===== src/rtl/clock_div_monitor.sv =====
// clock_div_monitor: checks a divided clock against its expected division factor.
// The monitored clock is sampled in the clk_in domain. Each rising edge captures the
// period and high time, which drive lock tracking, a saturating error count and a
// sticky stall fault.
module clock_div_monitor #(
    parameter int cfactor = 4,
    parameter int TOL     = 0,
    parameter int LOCK_N  = 4,
    parameter int CNT_W   = 8
) (
    input  logic             clk_in,
    input  logic             rst_x,
    input  logic             clk_mon,
    input  logic             clr,
    output logic [CNT_W-1:0] period,
    output logic [CNT_W-1:0] high_time,
    output logic             meas_vld,
    output logic             lock,
    output logic             fault,
    output logic [7:0]       err_cnt
);

    localparam logic [CNT_W-1:0] MAX    = '1;
    localparam logic [CNT_W-1:0] CF     = CNT_W'(cfactor);
    localparam logic [CNT_W-1:0] HALF   = CNT_W'(cfactor / 2);
    localparam logic [CNT_W-1:0] TOLV   = CNT_W'(TOL);
    localparam logic [3:0]       LOCK_V = 4'(LOCK_N);

    typedef enum logic [1:0] {
        IDLE,
        MEAS,
        LOCK
    } state_t;

    state_t           state;
    state_t           state_nxt;
    logic [3:0]       good_cnt;
    logic [3:0]       good_nxt;
    logic             s1;
    logic             s2;
    logic             s3;
    logic             rise;
    logic [CNT_W-1:0] per_cnt;
    logic [CNT_W-1:0] hi_cnt;
    logic [CNT_W-1:0] per_dev;
    logic [CNT_W-1:0] hi_dev;
    logic             good;
    logic             capture;
    logic             bad_evt;
    logic             tmo_evt;
    logic             err_evt;

    // Synchronizer plus edge-history flop; reset high so a high clk_mon at release is not an edge
    always_ff @(posedge clk_in or negedge rst_x) begin
        if (!rst_x) begin
            s1 <= 1'b1;
            s2 <= 1'b1;
            s3 <= 1'b1;
        end else begin
            s1 <= clk_mon;
            s2 <= s1;
            s3 <= s2;
        end
    end

    assign rise = s2 & ~s3;

    // Period and high-time counters, restarted by every rise and saturating at MAX
    always_ff @(posedge clk_in or negedge rst_x) begin
        if (!rst_x) begin
            per_cnt <= '0;
            hi_cnt  <= '0;
        end else if (rise) begin
            per_cnt <= CNT_W'(1);
            hi_cnt  <= CNT_W'(1);
        end else begin
            if (per_cnt != MAX) begin
                per_cnt <= per_cnt + CNT_W'(1);
            end
            if (s2 && (hi_cnt != MAX)) begin
                hi_cnt <= hi_cnt + CNT_W'(1);
            end
        end
    end

    // Absolute deviations of the running counts from the expected period and high time
    always_comb begin
        per_dev = (per_cnt >= CF)   ? (per_cnt - CF)   : (CF - per_cnt);
        hi_dev  = (hi_cnt  >= HALF) ? (hi_cnt  - HALF) : (HALF - hi_cnt);
        good    = (per_dev <= TOLV) && (hi_dev <= TOLV);
    end

    // State register and consecutive-good counter
    always_ff @(posedge clk_in or negedge rst_x) begin
        if (!rst_x) begin
            state    <= IDLE;
            good_cnt <= '0;
        end else begin
            state    <= state_nxt;
            good_cnt <= good_nxt;
        end
    end

    // Next-state logic: a rise captures (outside IDLE); a saturated period counter is a stall
    always_comb begin
        state_nxt = state;
        good_nxt  = good_cnt;
        capture   = 1'b0;
        bad_evt   = 1'b0;
        tmo_evt   = 1'b0;
        case (state)
            IDLE: begin
                if (rise) begin
                    state_nxt = MEAS;
                end
            end
            MEAS: begin
                if (rise) begin
                    capture = 1'b1;
                    if (good) begin
                        good_nxt = good_cnt + 4'd1;
                        if (good_cnt == LOCK_V - 4'd1) begin
                            state_nxt = LOCK;
                        end
                    end else begin
                        good_nxt = '0;
                        bad_evt  = 1'b1;
                    end
                end else if (per_cnt == MAX) begin
                    tmo_evt   = 1'b1;
                    good_nxt  = '0;
                    state_nxt = IDLE;
                end
            end
            LOCK: begin
                if (rise) begin
                    capture = 1'b1;
                    if (!good) begin
                        good_nxt  = '0;
                        bad_evt   = 1'b1;
                        state_nxt = MEAS;
                    end
                end else if (per_cnt == MAX) begin
                    tmo_evt   = 1'b1;
                    good_nxt  = '0;
                    state_nxt = IDLE;
                end
            end
            default: begin
                state_nxt = IDLE;
                good_nxt  = '0;
            end
        endcase
    end

    assign err_evt = bad_evt | tmo_evt;

    // Registered outputs: captures, lock flag, error counter (events beat clr) and sticky fault
    always_ff @(posedge clk_in or negedge rst_x) begin
        if (!rst_x) begin
            period    <= '0;
            high_time <= '0;
            meas_vld  <= 1'b0;
            lock      <= 1'b0;
            fault     <= 1'b0;
            err_cnt   <= '0;
        end else begin
            meas_vld <= capture;
            lock     <= (state_nxt == LOCK);
            if (capture) begin
                period    <= per_cnt;
                high_time <= hi_cnt;
            end
            if (err_evt) begin
                if (clr) begin
                    err_cnt <= 8'd1;
                end else if (err_cnt != 8'hFF) begin
                    err_cnt <= err_cnt + 8'd1;
                end
            end else if (clr) begin
                err_cnt <= '0;
            end
            if (tmo_evt) begin
                fault <= 1'b1;
            end else if (clr) begin
                fault <= 1'b0;
            end
        end
    end

endmodule


===== config.mk =====
export PLATFORM = sky130hd
export DESIGN_NAME = clock_div_monitor
export DESIGN_NICKNAME = d
export VERILOG_FILES = /design/src/rtl/clock_div_monitor.sv
export SDC_FILE = /design/constraint.sdc
export NUM_CORES = 1
export LEC_CHECK = 0
export ABC_AREA = 1
export BUFFER_PORTS_ARGS = -buffer_cell sky130_fd_sc_hd__buf_2
export CORE_MARGIN = 1.5
export CORE_UTILIZATION = 40
export CTS_CLUSTER_SIZE = 30
export DETAILED_ROUTE_END_ITERATION = 12
export PLACE_DENSITY_LB_ADDON = 0.12
export SLEW_MARGIN = 20
export SYNTH_ARGS = -nofsm -noshare
export SYNTH_HDL_FRONTEND = slang
export SYNTH_SLANG_ARGS = --single-unit
export TNS_END_PERCENT = 20

===== constraint.sdc =====
create_clock -name clk_in -period 2.6 [get_ports clk_in]
set_clock_uncertainty 0.2 [all_clocks]
set_input_delay 0.26 -clock clk_in [delete_from_list [all_inputs] [get_ports clk_in]]
set_output_delay 0.26 -clock clk_in [all_outputs]
set_load 0.02 [all_outputs]

== Word-level counts from Yosys, hierarchy flattened ==
Index checks and enable logic that the tools add are counted.

* Register bits: 52
* Bits of input ports: 4
* Output and inout port bits: 27
* Word-level logic and storage cells: 83

* Add/sub/neg operators: 8
* $lt $le $gt $ge: 4
* Equal/unequal tests: 9
* Muxes and demuxes: 34
* Bitwise gates (word level): 4
* Reductions and logical operators: 11

{| class="wikitable"
|+ Operators by type and width
! operator !! number
|-
| $mux W8 || 10
|-
| $add A8 B1 Y8 const B || 3
|-
| $ne A8 B8 Y1 const B || 3
|-
| $mux W4 || 5
|-
| $le A8 B1 Y1 const B || 2
|-
| $mux W2 || 7
|-
| $pmux W4 S3 || 1
|-
| $mux W1 || 10
|-
| $reduce_bool A2 Y1 || 5
|-
| $eq A8 B8 Y1 const B || 1
|-
| $ge A8 B2 Y1 const B || 1
|-
| $ge A8 B3 Y1 const B || 1
|-
| $sub A2 B8 Y8 const A || 1
|-
| $sub A3 B8 Y8 const A || 1
|-
| $sub A8 B2 Y8 const B || 1
|-
| $sub A8 B3 Y8 const B || 1
|-
| $pmux W2 S3 || 1
|-
| $add A4 B1 Y4 const B || 1
|-
| $eq A2 B2 Y1 const B || 2
|-
| $eq A4 B2 Y1 const B || 1
|-
| $reduce_and A2 Y1 || 2
|-
| $ne A3 B3 Y1 const B || 1
|-
| $eq A2 B1 Y1 const B || 1
|-
| $logic_and A1 B1 Y1 || 2
|-
| other kinds (5) || 6
|}

== Logic depth before layout (Yosys ltp) ==
Gate-level depths: netlist of run 1.

* Depth after elaboration: 10
* Gate-level depth with buffers: 18
* Depth with buffers taken out: 18

== Least setup slack after synthesis of run 1 ==
No wires, ideal clock.

* Kind: flip-flop to flip-flop
* Start point: register per_cnt[3]
* End point: register good_cnt[0]
* Library setup time: 0.117 ns
* Arrival time: 2.015 ns
* Required time: 2.283 ns
* Path slack: 0.268 ns
* Cell stages (with the launch flop): 16
* Path buffers: 0
* Period minus slack after synthesis: 2.332 ns
* Cell sequence: dfrtp_1 inv_1 ha_1 nand2_4 nor2_4 nand2_4 nand2_4 nand2_2 nor2_2 nand3_2 nor2_4 nand3_4 o21ai_4 nor2_2 nand2_1 o21ai_2

* Cells in the longest elaborated chain, start to end: 7
* Elaborated cells on any way between the ends: 14
* Those cells by class: add/sub (2); order compare (2); eq/ne (2); mux (6); reduce/logical (2)

{| class="wikitable"
|+ RTL lines
! what !! line !! RTL
|-
| start: declaration || 43 || <nowiki>logic [CNT_W-1:0] per_cnt;</nowiki>
|-
| start signal: assignment || 78 || <nowiki>per_cnt <= per_cnt + CNT_W'(1);</nowiki>
|-
| $sub A3 B8 Y8, or another cell as far along || 88 || <nowiki>per_dev = (per_cnt >= CF) ? (per_cnt - CF) : (CF - per_cnt);</nowiki>
|-
| $mux W8 || 88 ||
|-
| $le A8 B1 Y1 || 90 || <nowiki>good = (per_dev <= TOLV) && (hi_dev <= TOLV);</nowiki>
|-
| $logic_and A1 B1 Y1 || 90 ||
|-
| $mux W4 || 120 || <nowiki>if (good) begin</nowiki>
|-
| $mux W4 || 118 || <nowiki>if (rise) begin</nowiki>
|-
| $pmux W4 S3 || 111 || <nowiki>case (state)</nowiki>
|-
| end signal: assignment || 100 || <nowiki>good_cnt <= good_nxt;</nowiki>
|-
| end: declaration || 37 || <nowiki>logic [3:0] good_cnt;</nowiki>
|}

Parallel ways exist; a longest one is shown, timed or not.
A chain may end at the register's enable or synchronous reset.

== Worst setup path after layout of run 1 ==
* Start point: register hi_cnt[1]
* End point: register err_cnt[7]

* Cells in the longest elaborated chain, start to end: 10
* Elaborated cells on any way between the ends: 13
* Those cells by class: add/sub (2); order compare (2); mux (5); bitwise (1); reduce/logical (3)

{| class="wikitable"
|+ RTL lines
! what !! line !! RTL
|-
| start: declaration || 44 || <nowiki>logic [CNT_W-1:0] hi_cnt;</nowiki>
|-
| start signal: assignment || 81 || <nowiki>hi_cnt <= hi_cnt + CNT_W'(1);</nowiki>
|-
| $sub A2 B8 Y8, or another cell as far along || 89 || <nowiki>hi_dev = (hi_cnt >= HALF) ? (hi_cnt - HALF) : (HALF - hi_cnt);</nowiki>
|-
| $mux W8 (*) || 89 ||
|-
| $le A8 B1 Y1 (*) || 90 ||
|-
| $logic_and A1 B1 Y1 (*) || 90 ||
|-
| $mux W1 (*) || 120, 138 ||
|-
| $mux W1 (*) || 118 ||
|-
| $mux W1 (*) || -- ||
|-
| $or A1 B1 Y1 (*) || 156 || <nowiki>assign err_evt = bad_evt | tmo_evt;</nowiki>
|-
| $reduce_bool A2 Y1 (no source line) || -- ||
|-
| $reduce_and A2 Y1 (no source line) || -- ||
|-
| end signal: assignment || 178 || <nowiki>err_cnt <= err_cnt + 8'd1;</nowiki>
|-
| end: declaration || 20 || <nowiki>output logic [7:0] err_cnt</nowiki>
|}

Every way passes the cells marked *; elsewhere a longest branch is shown, timed or not.

==> results of run 1 <==
## per-layer routing
layer,share of wire,vias to the layer above,GRT usage
met5,0,-,0
met4,0.0080,0,0.04469
met3,0.031,4,0.02739
met2,0.45,54,0.2873
met1,0.51,1357,0.2436
li1,-,1545,-
## cell type report
cell class                      count  area [sq um]
Fill cell                         841          4374
Multi-Input combinational cell    331          1933
Sequential cell                    52          1305
Timing Repair Buffer               43         252.7
Inverter                           60         232.7
Tap cell                          105         131.4
Clock buffer                        5         68.82
Clock inverter                      3         42.54
## cells in the mapped netlist (all sizes together), types with 2 or more instances
cell    count  area [sq um]
nor2       44         272.8
nor3        5         25.02
a21boi      2         15.01
nand2     134         573.0
a31oi       2         12.51
clkbuf      4         15.01
buf         3         20.01
xor2        7         61.31
inv        59         229.0
a21oi      13         68.82
ha         18         225.2
dfrtp      49          1226
nand4      11         68.82
or2         2         12.51
dfstp       3         78.83
o21ai      43         230.2
nand3      41         287.8
## worst paths after layout
| kind | cells after the start | end | slack [ns] | from |
|---|---|---|---|---|
| setup / recovery | 12 | err_cnt[7] | 0.23 | hi_cnt[1] |
| hold / removal | 3 | err_cnt[0] | 0.03 | clr |
| setup reg to reg | 12 | err_cnt[7] | 0.23 | hi_cnt[1] |
| hold reg to reg | 0 | s2 | 0.16 | s1 |
| max in group asynchronous | 3 | s1 | 1.57 | rst_x |
| min in group asynchronous | 3 | per_cnt[7] | 0.27 | rst_x |
## cells in the final DEF (no fill, tap or decap), types with 2 or more instances in the layout
cell type	n
nor3_1	5
dlygate4sd3_1	2
buf_2	30
dfrtp_1	49
or2_2	2
nand2_4	6
a21oi_1	12
buf_4	11
nand2_2	10
nor2_4	9
o21ai_1	2
nor2_8	2
inv_1	46
nand2_1	118
clkbuf_8	5
nor2_1	27
nor2_2	6
a21boi_0	2
inv_2	12
nand3_2	9
nand3_4	3
a31oi_1	2
xor2_1	7
nand4_1	11
o21ai_0	39
dfstp_2	3
nand3_1	29
ha_1	17
## sequential cells by signal, summed over array words and instances, names as in the netlist
name and flops:
s2 1, state 2, high_time 8, err_cnt 8
s1 1, s3 1, meas_vld 1, good_cnt 4
per_cnt 8, hi_cnt 8, period 8, lock 1
fault 1
## worst min-delay path, stage by stage
cell     delay (ns)
buf_2          0.11
nand2_1        0.07
nand3_2        0.06
## metrics by stage
step	area (sq um)	power [mW]	setup TNS [ns]	util
2_1_floorplan	3496	2.274	0	-
4_1_cts	3956	3.227	0	0.4743
3_5_place_dp	3825	2.647	0	0.4586
6_report	3966	3.213	0	0.4755
3_3_place_gp	3825	2.642	0	0.4586
5_1_grt	3966	3.515	-0.006768	0.4755
## where the power goes
group	switching [mW]	internal, mW	leakage [nW]	total (mW)
clock	0.276	0.285	0.0541	0.562
sequential	0.0961	0.922	0.695	1.02
combinational	1.04	0.594	1.30	1.63
## kinds of logic (layout without fill, tap and decap cells)
| kind of cell | after synthesis | after routing | share of synthesized area |
|---|---|---|---|
| and+or+nand+nor | 239 | 239 | 0.3586 |
| adders and majority gates | 18 | 18 | 0.06442 |
| xor gates and xnor gates | 8 | 8 | 0.02004 |
| AOI/OAI and AO/OA | 66 | 66 | 0.1070 |
| DFF | 52 | 52 | 0.3733 |
| buffers and inverters | 67 | 111 | 0.07659 |
## timing repair
| item | 4_1_cts | 5_1_grt |
|---|---|---|
| gates resized for setup | 0 | 6 |
| hold endpoints to repair | 50 | 0 |
| endpoints found under the setup margin | 0 | 13 |
| hold buffers | 2 | 0 |
| buffers inserted | 0 | 0 |
==> summary.md, run 1 <==
| Metric | Value |
|---|---|
| Dpl ws | between 0.15 and 0.2 ns |
| Cell count after synthesis | 450 |
| Top cell by count, worst path | nand3_4 |
| Yosys cell types | 42 |
| Synthesized cell area | between 3000 and 4000 sq um |
| Avg Inst Size Synth | between 7 and 8 sq um |
| Detail Route Antenna Nets | 0 |
| Ys async rst share | 1.000 |
| DR vias/cell | 4.942 |
| Vias in the first global route | 2768 |
| #FFs+latches synth | 52 |
| Number of inserted diodes | 0 |
| Period Utilization, post-route | 0.9129 |
| Top Family by Delay on Critical Path | simple AND/OR/NAND/NOR gates |
| Final Non-Filler Cells | approximately 600 |
| DR WL/cell | 12.76 um |
| Leakage | roughly 2.0 nW |
| GPL Wtd Cong | 0.9311 |
| Drt drc | 0 |
| Rel. slew slack | 0.4332 |
| Crit path required time | 2.59 ns |
| Mapped Nets | 472 |
| Worst hold slack | 0.02933 ns |
| Starting DRT DRC Count | 74 |
| CP peak stage delay | 0.46 ns |
| # port buffers | 30 |
| Die Wd | 96.49 um |
| Slew at the pin closest to its max-slew limit | around 0.85 ns |
| Setup crit end kind | flop |
| Worst-skew pair later-pin latency | 0.30 ns |
| Area grow syn2layout | 13.46% |
| Die area | 9309 sq um |
| Synth Warn # | 0 |
| Fraction of layout instances using a drive strength above 1 | 0.2348 |
| DP Cell Count | 589 |
| Clock buffer depth | 2 |
| DRT Pass-1 Iters | 4 |
| Via Count | 2960 |
| Primary FF master, synth | dfrtp_1 |
| Pwr per Cell Area | 810.0 nW/um^2 |
| DP HPWL | between 5000 and 6000 um |
| Max Cap Violations | 0 |
| Hold Crit Class | input pin to flop |
| CTS tree | built |
| Peak fanout along the critical path | 8 |
| Num CTS Buffers | 5 |
| H-tree level count | 2 |
| Starting Density | 0.4191 |
| Final setup viols | 0 |
| Initial antenna violation count | 0 |
| Slew Limit Fails | 0 |
| Critical Path, Cell by Cell | inv_1 > ha_1 > a21oi_1 > nand2_2 > a21oi_2 > nor2_4 > nand3_4 > nand3_4 > nor2_8 > inv_8 > nand3_2 > nand2_1 |
| Largest net degree at the start of global routing | 33 |
| CP arrival | roughly 2.4 ns |
| CP Buf/Inv Count | 2 |
| Startpoint Class | flop |
| GR Util All Layers | 0.1764 |
| Core area | 8341 sq um |
| First-pass GRT wire length | 12860 um |
| I/O pin cnt | 31 |
| Fmax | between 400 and 500 MHz |
| Post-synth EDFFs | 0 |
| Sinks on Clock Net | 52 |
| Slowest CP cell | dfrtp_1 |
| Overflow after GRT | 0 |
| CTS Root Cell | clkbuf_8 |
| Total Nets Final | 515 |
| Row Count | 33 |
| Status | finished clean |
| RSZ-0062 raised after global routing | yes |
| Register area share after synthesis | 0.3733 |
| Drt total wl | 7643 um |
| Hold Violations, Final | 0 |
| Fin crit period | 2.373 ns |
| Clk slew on worst S/H paths | ~0.10 ns |
| Max VDD drop | between 0.0003 and 0.0004 V |
| Die height | between 90 and 100 um |
| Worst setup margin | approximately 0.23 ns |
| CP Class | flop to flop |
Note: power is estimated with default switching activity, not from simulation.
==> run 2: changes to the inputs <==
--- a/config.mk
+++ b/config.mk
@@ -12,6 +12,7 @@
 export CTS_CLUSTER_SIZE = 30
 export DETAILED_ROUTE_END_ITERATION = 12
 export PLACE_DENSITY_LB_ADDON = 0.12
+export REMOVE_ABC_BUFFERS = 1
 export SLEW_MARGIN = 20
 export SYNTH_ARGS = -nofsm -noshare
 export SYNTH_HDL_FRONTEND = slang
==> run 2 against run 1 <==
Sequential share of layout area is 0.062 points lower. Cell count grew 0.17%. Critical endpoint is now good_cnt[3]. Via count rose by 2.7%. Largest cell class unchanged. Setup slack worse by 0.012 ns. Die area is the same. Utilization is 0.090 points higher. Largest power group unchanged. First-iteration DRC count increased by 85%. Fmax decreased by 0.49%. Count of clock-buffer cells in the layout is the same.
==> summary.md, run 2 (synthesis gave the netlist of run 1 again) <==
| Metric | Value |
|---|---|
| Status | finished clean (unchanged) |
| DP HPWL | 5929 um (was 5880 um) |
| Max VDD drop | 0.0002840 V (was 0.0003246 V) |
| Final setup viols | 0 (unchanged) |
| CP Class | flop to flop (unchanged) |
| CP peak stage delay | 0.47 ns (was 0.46 ns) |
| Total stage count of the critical path | 15 (was 12) |
| CP arrival | 2.38 ns (was 2.37 ns) |
| Top Family by Delay on Critical Path | simple AND/OR/NAND/NOR gates (unchanged) |
| Drt drc | 0 (unchanged) |
| Hold Crit Class | input pin to flop (unchanged) |
| Via Count | 3040 (was 2960) |
| DRT Pass-1 Iters | 4 (unchanged) |
| Num CTS Buffers | 5 (unchanged) |
| Pwr per Cell Area | 809.8 nW/um^2 (was 810.0 nW/um^2) |
| Die Wd | 96.49 um (unchanged) |
| Drt total wl | 7730 um (was 7643 um) |
| Detail Route Antenna Nets | 0 (unchanged) |
| Vias in the first global route | 2861 (was 2768) |
| Initial antenna violation count | 0 (unchanged) |
| Fmax | 419.3 MHz (was 421.3 MHz) |
| Largest net degree at the start of global routing | 35 (was 33) |
| Worst r2r src | per_cnt[2] (was hi_cnt[1]) |
| Sinks on Clock Net | 52 (unchanged) |
| Die area | 9309 sq um (unchanged) |
| Starting DRT DRC Count | 137 (was 74) |
| DR vias/cell | 5.067 (was 4.942) |
| CTS tree | built (unchanged) |
| Max Cap Violations | 0 (unchanged) |
| Top cell by count, worst path | nor2_4 (was nand3_4) |
| Final Non-Filler Cells | 600 (was 599) |
| Crit path from | per_cnt[2] (was hi_cnt[1]) |
| DR WL/cell | 12.88 um (was 12.76 um) |
| Period Utilization, post-route | 0.9174 (was 0.9129) |
| Psw | 1.413 mW (was 1.412 mW) |
| Power Total | 3.218 mW (was 3.213 mW) |
| Most frequent cells in the layout | nand2_1 (118), dfrtp_1 (49), inv_1 (48), o21ai_0 (39), buf_2 (30) (was nand2_1 (118), dfrtp_1 (49), inv_1 (46), o21ai_0 (39), buf_2 (30)) |
| Sum of negative setup slack | 0 ns (unchanged) |
| Worst hold stages | 3 (unchanged) |
| Total Nets Final | 516 (was 515) |
| GPL Wtd Cong | 0.8782 (was 0.9311) |
| Number of inserted diodes | 0 (unchanged) |
| Starting Density | 0.4191 (unchanged) |
| Grt met2 use | 0.2902 (was 0.2873) |
| Final Core Density | 0.4764 (was 0.4755) |
| RR Endpoint | good_cnt[3] (was err_cnt[7]) |
| DP Cell Count | 590 (was 589) |
| Slowest CP cell | dfrtp_1 (unchanged) |
| I/O pin cnt | 31 (unchanged) |
| Core area | 8341 sq um (unchanged) |
| Peak fanout along the critical path | 7 (was 8) |
| First-pass GRT wire length | 13250 um (was 12860 um) |
| GR peak layer | met2 (unchanged) |
| Area grow syn2layout | 13.67% (was 13.46%) |
| Startpoint Class | flop (unchanged) |
| Overflow after GRT | 0 (unchanged) |
| Clk slew on worst S/H paths | 0.09 ns (was 0.10 ns) |
| Slew Limit Fails | 0 (unchanged) |
| Setup crit end kind | flop (unchanged) |
| Hold Crit Endpoint | err_cnt[0] (unchanged) |
| Internal power | 1.805 mW (was 1.801 mW) |
| Flop2flop setup slack | 0.21 ns (was 0.23 ns) |
| # port buffers | 30 (unchanged) |
| Worst hold slack | 0.03001 ns (was 0.02933 ns) |
| Fraction of layout instances using a drive strength above 1 | 0.2323 (was 0.2348) |
| Die height | 96.49 um (unchanged) |
| Row Count | 33 (unchanged) |
| Hold Crit Start | clr (unchanged) |
| Clock buffer depth | 2 (unchanged) |
| Comb pwr share | 0.508 (about the same) |
| Rel. slew slack | 0.4799 (was 0.4332) |
| Worst-skew pair later-pin latency | 0.31 ns (was 0.30 ns) |
| Met1 Track Usage GR | 0.2496 (was 0.2436) |
| Critical Path, Cell by Cell | inv_2 > ha_2 > nand2_4 > nor2_4 > nand3_1 > nand2_1 > nand2_2 > nor2_4 > nand2_2 > nor2_4 > nand3_4 > o21ai_4 > nor2_2 > nand2_1 > o21ai_1 (was inv_1 > ha_1 > a21oi_1 > nand2_2 > a21oi_2 > nor2_4 > nand3_4 > nand3_4 > nor2_8 > inv_8 > nand3_2 > nand2_1) |
| Most common cell after layout, fill and taps aside | nand2_1 (unchanged) |
| Hold Violations, Final | 0 (unchanged) |
| R2r worst-path depth | 15 (was 12) |
| Clock power share | 0.177 (was 0.175) |
| Post-CTS setup buffers | 0 (unchanged) |
| CP Buf/Inv Count | 1 (was 2) |
| Switching portion of total power | 0.4391 (was 0.4395) |
| RSZ-0062 raised after global routing | no (was yes) |
| H-tree level count | 2 (unchanged) |
| CTS Root Cell | clkbuf_8 (unchanged) |
| Seq pwr share | 0.315 (was 0.317) |
| GR Util All Layers | 0.1815 (was 0.1764) |
| Leakage | 2.051 nW (was 2.045 nW) |
| Slew at the pin closest to its max-slew limit | 0.7802 ns (was 0.8493 ns) |
| Fin crit period | 2.385 ns (was 2.373 ns) |
| Met3 GRT Util | 0.02973 (was 0.02739) |
| Crit path required time | 2.59 ns (about the same) |
run 2: worst max path at each step:
stage,to
floorplan,good_cnt[0]
global placement,good_cnt[2]
CTS,good_cnt[3]
detailed placement,good_cnt[3]
global route,lock
finish,good_cnt[3]
run 2: worst register-to-register path: stages, from the launching register on:
cell     delay (ns)
dfrtp_1        0.47
inv_2          0.09
ha_2           0.24
nand2_4        0.08
nor2_4         0.16
nand3_1        0.09
nand2_1        0.10
nand2_2        0.07
nor2_4         0.08
nand2_2        0.06
nor2_4         0.13
nand3_4        0.13
o21ai_4        0.19
nor2_2         0.08
nand2_1        0.06
o21ai_1        0.06
run 2: what timing repair did:
item / in CTS / in global routing
endpoints found under the setup margin: 0 / 12
endpoints found under the hold margin: 30 / 0
hold buffers: 2 / 0
resized for setup: 0 / 4
run 2: routing by layer:
metal | wire length (um) | share of wire
met5 | 0 | 0
met4 | 114 | 0.015
met3 | 264 | 0.034
met1 | 3781 | 0.49
met2 | 3569 | 0.46
run 2: power groups by stage:
stage	Clock (mW)	Combinational [mW]	Sequential, mW
2_1_floorplan	0	1.17	1.10
3_3_place_gp	0	1.63	1.02
3_5_place_dp	0	1.63	1.03
4_1_cts	0.592	1.64	1.01
5_1_grt	0.629	1.87	1.03
6_report	0.569	1.64	1.01
run 2: final cells by class:
type	instances	area (sq um)
Clock buffer	5	68.82
Clock inverter	3	42.54
Fill cell	846	4367
Inverter	60	232.7
Multi-Input combinational cell	331	1933
Sequential cell	52	1305
Tap cell	105	131.4
Timing Repair Buffer	44	260.3
run 2: stage by stage:
stage	worst slack, ns	area, sq um
after detailed placement	0.1564	3832
after floorplan	0.2677	3461
after CTS	0.1455	3964
after global placement	0.1744	3832
after global routing	0.01112	3974
final	0.2148	3974
